[config.mk]
export PLATFORM = sky130hd
export DESIGN_NAME = keypad_bcd_reader
export DESIGN_NICKNAME = d
export VERILOG_FILES = /design/src/rtl/keypad_bcd_reader.sv
export SDC_FILE = /design/constraint.sdc
export NUM_CORES = 1
export LEC_CHECK = 0
export CORE_UTILIZATION = 51
export DETAILED_ROUTE_END_ITERATION = 12
export GPL_TIMING_DRIVEN = 0
export PLACE_DENSITY_LB_ADDON = 0.25
export SETUP_SLACK_MARGIN = 0.15
export SKIP_CTS_REPAIR_TIMING = 1
export SLEW_MARGIN = 15
export SYNTH_ARGS = -nofsm -noshare
export SYNTH_HDL_FRONTEND = slang
export SYNTH_SLANG_ARGS = --single-unit
[constraint.sdc]
create_clock -name clk -period 9.65 [get_ports clk]
set_input_delay 1.4475 -clock clk [delete_from_list [all_inputs] [get_ports clk]]
set_output_delay 1.4475 -clock clk [all_outputs]
set_load 0.005 [all_outputs]
[src/rtl/keypad_bcd_reader.sv]
// 4x4 keypad scanner/debouncer assembling decimal presses into packed BCD; `KEYPAD_IRQ_EN adds Key_IRQ.
// Latency: key accepted DEBOUNCE_SCANS frames after press; register effects one cycle after accept.
// Backpressure: none; Key_Ready is sticky until Keypad_RE, and a new '#' overwrites Keypad_Data.
module keypad_bcd_reader #(
   parameter int SCAN_DIV       = 50000,
   parameter int DEBOUNCE_SCANS = 4
) (
   input  logic        clk,
   input  logic        rst,
   input  logic [3:0]  Col_Sense,
   input  logic        Keypad_RE,
   input  logic        Keypad_Clear,
   output logic [3:0]  Row_Control,
   output logic [31:0] Entry_Data,
   output logic [31:0] Keypad_Data,
   output logic        Key_Ready,
   output logic [3:0]  Key_Code,
   output logic [3:0]  Digit_Count
`ifdef KEYPAD_IRQ_EN
   ,
   output logic        Key_IRQ
`endif
);

   localparam int            CW        = (SCAN_DIV > 1) ? $clog2(SCAN_DIV) : 1;
   localparam logic [CW-1:0] SCAN_LAST = CW'(SCAN_DIV - 1);
   localparam logic [3:0]    DB_N      = 4'(DEBOUNCE_SCANS);
   localparam logic [3:0]    KEY_STAR  = 4'hE;
   localparam logic [3:0]    KEY_HASH  = 4'hF;

   typedef enum logic [1:0] {IDLE, PRESS_DB, HELD, REL_DB} state_t;

   logic [3:0]    col_s1, col_s2;
   logic [CW-1:0] scan_cnt;
   logic [1:0]    row_idx;
   logic [15:0]   frame;
   logic          frame_vld;

   state_t     state, state_nx;
   logic [3:0] db_cnt, db_cnt_nx, cnt_inc;
   logic [3:0] cand, cand_nx;
   logic       accept, accept_nx;

   logic [3:0] res_key;
   logic       res_none;
   logic [4:0] n_low;

   function automatic logic [3:0] key_map(input logic [3:0] idx);
      case (idx)
         4'd0:  key_map = 4'h1;
         4'd1:  key_map = 4'h2;
         4'd2:  key_map = 4'h3;
         4'd3:  key_map = 4'hA;
         4'd4:  key_map = 4'h4;
         4'd5:  key_map = 4'h5;
         4'd6:  key_map = 4'h6;
         4'd7:  key_map = 4'hB;
         4'd8:  key_map = 4'h7;
         4'd9:  key_map = 4'h8;
         4'd10: key_map = 4'h9;
         4'd11: key_map = 4'hC;
         4'd12: key_map = 4'hE;
         4'd13: key_map = 4'h0;
         4'd14: key_map = 4'hF;
         default: key_map = 4'hD;
      endcase
   endfunction

   assign Row_Control = ~(4'b0001 << row_idx);

   // Columns are sampled in the last cycle of each row period, long after the synchronizer settles.
   always_ff @(posedge clk) begin
      if (!rst) begin
         col_s1    <= 4'hF;
         col_s2    <= 4'hF;
         scan_cnt  <= '0;
         row_idx   <= 2'd0;
         frame     <= 16'hFFFF;
         frame_vld <= 1'b0;
      end else begin
         col_s1    <= Col_Sense;
         col_s2    <= col_s1;
         frame_vld <= 1'b0;
         if (scan_cnt == SCAN_LAST) begin
            scan_cnt                  <= '0;
            row_idx                   <= row_idx + 2'd1;
            frame[{row_idx, 2'b00} +: 4] <= col_s2;
            frame_vld                 <= (row_idx == 2'd3);
         end else begin
            scan_cnt <= scan_cnt + 1'b1;
         end
      end
   end

   always_comb begin
      n_low   = 5'd0;
      res_key = 4'h0;
      for (int i = 0; i < 16; i++) begin
         if (!frame[i]) begin
            n_low   = n_low + 5'd1;
            res_key = key_map(4'(i));
         end
      end
      res_none = (n_low != 5'd1);
   end

   always_ff @(posedge clk) begin
      if (!rst) begin
         state  <= IDLE;
         db_cnt <= 4'd0;
         cand   <= 4'd0;
         accept <= 1'b0;
      end else begin
         state  <= state_nx;
         db_cnt <= db_cnt_nx;
         cand   <= cand_nx;
         accept <= accept_nx;
      end
   end

   always_comb begin
      state_nx  = state;
      db_cnt_nx = db_cnt;
      cand_nx   = cand;
      accept_nx = 1'b0;
      cnt_inc   = (db_cnt >= DB_N) ? DB_N : db_cnt + 4'd1;
      if (frame_vld) begin
         case (state)
            IDLE: if (!res_none) begin
               cand_nx   = res_key;
               db_cnt_nx = 4'd1;
               if (DB_N <= 4'd1) begin
                  accept_nx = 1'b1;
                  state_nx  = HELD;
               end else begin
                  state_nx = PRESS_DB;
               end
            end
            PRESS_DB: if (!res_none && res_key == cand) begin
               db_cnt_nx = cnt_inc;
               if (cnt_inc >= DB_N) begin
                  accept_nx = 1'b1;
                  state_nx  = HELD;
               end
            end else begin
               state_nx = IDLE;
            end
            HELD: if (res_none) begin
               db_cnt_nx = 4'd1;
               state_nx  = (DB_N <= 4'd1) ? IDLE : REL_DB;
            end
            REL_DB: if (res_none) begin
               db_cnt_nx = cnt_inc;
               if (cnt_inc >= DB_N) state_nx = IDLE;
            end else begin
               state_nx = HELD;
            end
            default: state_nx = IDLE;
         endcase
      end
   end

   // cand stays stable in HELD, so it names the accepted key during the accept cycle.
   always_ff @(posedge clk) begin
      if (!rst) begin
         Entry_Data  <= 32'h0;
         Keypad_Data <= 32'h0;
         Key_Ready   <= 1'b0;
         Key_Code    <= 4'h0;
         Digit_Count <= 4'd0;
      end else begin
         if (accept) Key_Code <= cand;
         if (accept && cand == KEY_HASH) Key_Ready <= 1'b1;
         else if (Keypad_RE)             Key_Ready <= 1'b0;
         if (accept && cand == KEY_HASH) begin
            Keypad_Data <= Entry_Data;
            Entry_Data  <= 32'h0;
            Digit_Count <= 4'd0;
         end else if (Keypad_Clear) begin
            Entry_Data  <= 32'h0;
            Digit_Count <= 4'd0;
         end else if (accept && cand <= 4'd9 && Digit_Count < 4'd8) begin
            Entry_Data  <= {Entry_Data[27:0], cand};
            Digit_Count <= Digit_Count + 4'd1;
         end else if (accept && cand == KEY_STAR && Digit_Count != 4'd0) begin
            Entry_Data  <= {4'h0, Entry_Data[31:4]};
            Digit_Count <= Digit_Count - 4'd1;
         end
      end
   end

`ifdef KEYPAD_IRQ_EN
   always_ff @(posedge clk) begin
      if (!rst) Key_IRQ <= 1'b0;
      else      Key_IRQ <= accept;
   end
`endif

endmodule

==> results.yml, run 1 <==
finish:
  final_common_cell: "nand2_1"
  drive_above_1_share: 0.0909
  diodes: 0
  area_growth_pct: 26.5
  fillers: 1127
  layout.nets: 990
  final_cell_mix: "147 x nand2_1, 125 x dfxtp_1, 84 x clkdlybuf4s50_1"
  fin_util: 0.668
synthesis:
  synth_area_per_cell_sq_um: 8.41
  ys.flop_type: "dfxtp_1"
  synth_fp_nets: 877
  synth_xor_area_frac: 0.0977
  yosys.area_share.adder: 0.0488
  synthMuxAreaShare: 0.0703
  ys_seq_elements: 127
  yosys_warnings: 0
  syn_inst: 842
  synth_top_family_by_area: "simple AND/OR/NAND/NOR gates"
  async_flop_share: 0
  synth_edf_count: 0
  synth_compound_gate_area_share: 0.158
  synth_cell_types: 68
  syn_area_sq_mm: 0.00708
  synthSimpleGateAreaFrac: 0.227
  synth.yosys.seq_area_share: 0.359
timing:
  worst_pin_slew_ps: 732
  period_needed_ps: 9120
  setup_viol: 0
  drv_slew: 0
  fin_crit_sh: 0.945
  whs_ps: 406
  hold_violations: 0
  skew_ps: 8.77
  tns_ps: 0
  max_slew_margin: 0.512
  rsz0062_at_grt: "no"
  fmax_ghz: 0.110
  finalWorstSetupSlack_ps: 530
routing:
  wl_met3_um: 602
  drt-met1-wl_mm: 8.30
  ant_nets: 0
  wl_per_cell_um: 14.7
  routed_wl_mm: 16.8
  drc: 0
  vias: 6130
  dr.pass1.iters: 4
  vias_per_cell: 5.36
  maxUsedRoutingLayer: "met4"
  drt_iter0_drc: 305
  wl_met2_mm: 7.74
pwr:
  ir_drop_mv: 0.126
  power_w: 0.00115
  power_density_mw_per_mm2: 128
  p_leak_nw: 3.52
global_route:
  antenna_found_initial: 0
  grt_max_degree: 17
  grt_use_total: 0.236
  grt_pass1_wl_mm: 27.3
  grt_pass1_vias: 5616
  overflow: 0
setup_path:
  r2r.worst_path.cells: 52
  slowest_delay_ps: 370
  end_kind: "flip-flop"
  reg2reg_slack_ps: 530
  r2r_end: "db_cnt[0]"
  cp-start-kind: "flip-flop"
  critPathRequiredTime_ps: 9990
  worst-setup-path-type: "reg2reg"
  critPathSlowestCell: "dfxtp_2"
  reg2reg_from: "frame[1]"
  critPathArrivalTime_ps: 9460
  crit_path_max_fanout: 7
place:
  finalWeightedCongestion: 0.806
  dp_hpwl_mm: 11.7
  pre_cts_ws_ps: -385
  port_buffers: 84
hold_path:
  hold_path_depth: 1
  min_to: "col_s2[2]"
  hp-start: "col_s1[2]"
  hold_path_class: "reg2reg"
cts:
  path_clk_slew_ps: 60
  htree_levels: 4
  cts_tree: "yes"
  clk-insertion-delay-late_ps: 410
  clockBufferDepth: 2
  cts.sinks: 127
  numCtsBuffers: 17
  root_buffer: "clkbuf_16"
floorplan:
  placementRows: 42
  io_pins: 85
  core_area_sq_mm: 0.0134
  die_x_um: 120
  start_util: 0.528
  die_area_sq_mm: 0.0144
  die_h_um: 120
run_status:
  outcome: "finished, final reports clean"
job:
  maxCapViolations: 0
[synthesized netlist by cell type (2+ instances only)]
cell type  number  area share
nand2_1       150       0.080
dfxtp_1       127        0.36
nor2_1         81       0.043
mux2i_1        45       0.064
clkbuf_1       41       0.022
xnor2_1        34       0.042
a21boi_0       33       0.035
a211oi_1       31       0.033
nand2b_1       27       0.024
ha_1           26       0.046
a21oi_1        24       0.017
inv_1          22       0.012
o211ai_1       20       0.021
nor2b_1        17       0.015
xor2_1         17       0.021
o21ai_0        14      0.0099
nand3_1        13      0.0092
and3_1         11      0.0097
nor3_1          9      0.0064
buf_1           6      0.0032
nand4_1         6      0.0053
or3_1           6      0.0053
a22oi_1         5      0.0053
and2_1          5      0.0044
nand3b_1        4      0.0042
nor4_1          4      0.0035
xnor2_2         4      0.0092
a211o_1         3      0.0037
a21o_1          3      0.0032
nor4b_1         3      0.0037
o2bb2ai_1       3      0.0037
xnor3_1         3      0.0095
a311oi_1        2      0.0025
a31o_2          2      0.0025
a31oi_1         2      0.0018
o21a_1          2      0.0021
o21ai_1         2      0.0014
o22ai_1         2      0.0018
o31ai_1         2      0.0021
or2_2           2      0.0018
xnor3_2         2      0.0067
[registers in the layout (all words and copies together), names as in the netlist]
signal,cells
Keypad_Data,32
Entry_Data,32
col_s1,4
Digit_Count,4
frame,16
db_cnt,4
accept,1
Key_Code,4
state,2
row_idx,2
frame_vld,1
scan_cnt,16
col_s2,4
Key_Ready,1
cand,4
[through the flow]
stage          instance area (sq um)  instances
6_report                        8960       1144
3_3_place_gp                    8140       1102
3_5_place_dp                    8140       1102
5_1_grt                         8960       1144
2_1_floorplan                   7080        842
4_1_cts                         8710       1134
[worst max path at each step]
stage / startpoint / to / cells after the start / slack [ps]
after floorplan: frame[1] / db_cnt[0] / 52 / 670
after global placement: frame[1] / db_cnt[0] / 52 / -210
after detailed placement: frame[1] / db_cnt[0] / 52 / -390
after CTS: frame[1] / db_cnt[0] / 52 / -420
after global routing: frame[0] / db_cnt[0] / 52 / 110
final: frame[1] / db_cnt[0] / 52 / 530
[routing by layer]
metal,global-route usage,vias up
li1,-,3137
met1,0.328,2878
met2,0.367,100
met3,0.0523,15
met4,0.0617,0
met5,0,-
[logic make-up after synthesis]
group	count (synthesis)
AND/OR/NAND/NOR	347
AO/OA/AOI/OAI	159
flip-flops	127
buffers and inverters	71
XOR/XNOR	63
multiplexers	48
adder cells (fa/ha/maj)	27
[area by class of cell]
cell class	instances	area (sq um)	area share
clock buffer	23	478	0.0534
buffer	49	196	0.0219
inverter	22	82.6	0.00922
clock inverter	9	85.1	0.00950
timing repair buffer	94	916	0.102
tap	176	220	0.0246
multi-input combinational	644	4430	0.495
sequential	127	2540	0.284
[power by group]
part / leakage (nW) / total, W / internal [W] / switching (W)
sequential: 1.02 / 0.000529 / 0.000527 / 0.00000199
combinational: 2.23 / 0.0000194 / 0.00000775 / 0.0000116
clock: 0.269 / 0.000600 / 0.000374 / 0.000227
[worst max-delay path, delay by kind of cell, from the launching register on]
| family | cells | cell delay (ps) |
|---|---|---|
| adder cells (fa/ha/maj) | 14 | 3610 |
| AND/OR/NAND/NOR | 17 | 1720 |
| AO/OA/AOI/OAI | 7 | 1310 |
| multiplexers | 5 | 1140 |
| buffers and inverters | 6 | 490 |
| XOR/XNOR | 3 | 380 |
| flip-flops | 1 | 370 |
No activity file was read; power rests on OpenSTA's default activity.
==> run 2: changes to the inputs <==
--- a/config.mk
+++ b/config.mk
@@ -5,13 +5,14 @@
 export SDC_FILE = /design/constraint.sdc
 export NUM_CORES = 1
 export LEC_CHECK = 0
+export ABC_CLOCK_PERIOD_IN_PS = 9650
 export CORE_UTILIZATION = 51
 export DETAILED_ROUTE_END_ITERATION = 12
 export GPL_TIMING_DRIVEN = 0
 export PLACE_DENSITY_LB_ADDON = 0.25
 export SETUP_SLACK_MARGIN = 0.15
 export SKIP_CTS_REPAIR_TIMING = 1
-export SLEW_MARGIN = 15
+export SLEW_MARGIN = 20
 export SYNTH_ARGS = -nofsm -noshare
 export SYNTH_HDL_FRONTEND = slang
 export SYNTH_SLANG_ARGS = --single-unit
==> constraint.sdc (replaced) <==
create_clock -name clk -period 9.65 [get_ports clk]
set_input_delay 0.965 -clock clk [delete_from_list [all_inputs] [get_ports clk]]
set_output_delay 0.965 -clock clk [all_outputs]
set_load 0.005 [all_outputs]
==> results of run 2 <==
No change in the layout: final DEF, timing and power equal those of run 1.
==> run 3: changes to the inputs <==
--- a/config.mk
+++ b/config.mk
@@ -8,6 +8,7 @@
 export ABC_CLOCK_PERIOD_IN_PS = 9650
 export CORE_UTILIZATION = 51
 export DETAILED_ROUTE_END_ITERATION = 12
+export GPL_ROUTABILITY_DRIVEN = 0
 export GPL_TIMING_DRIVEN = 0
 export PLACE_DENSITY_LB_ADDON = 0.25
 export SETUP_SLACK_MARGIN = 0.15
==> results of run 3 <==
No change in the layout: final DEF, timing and power equal those of run 1.
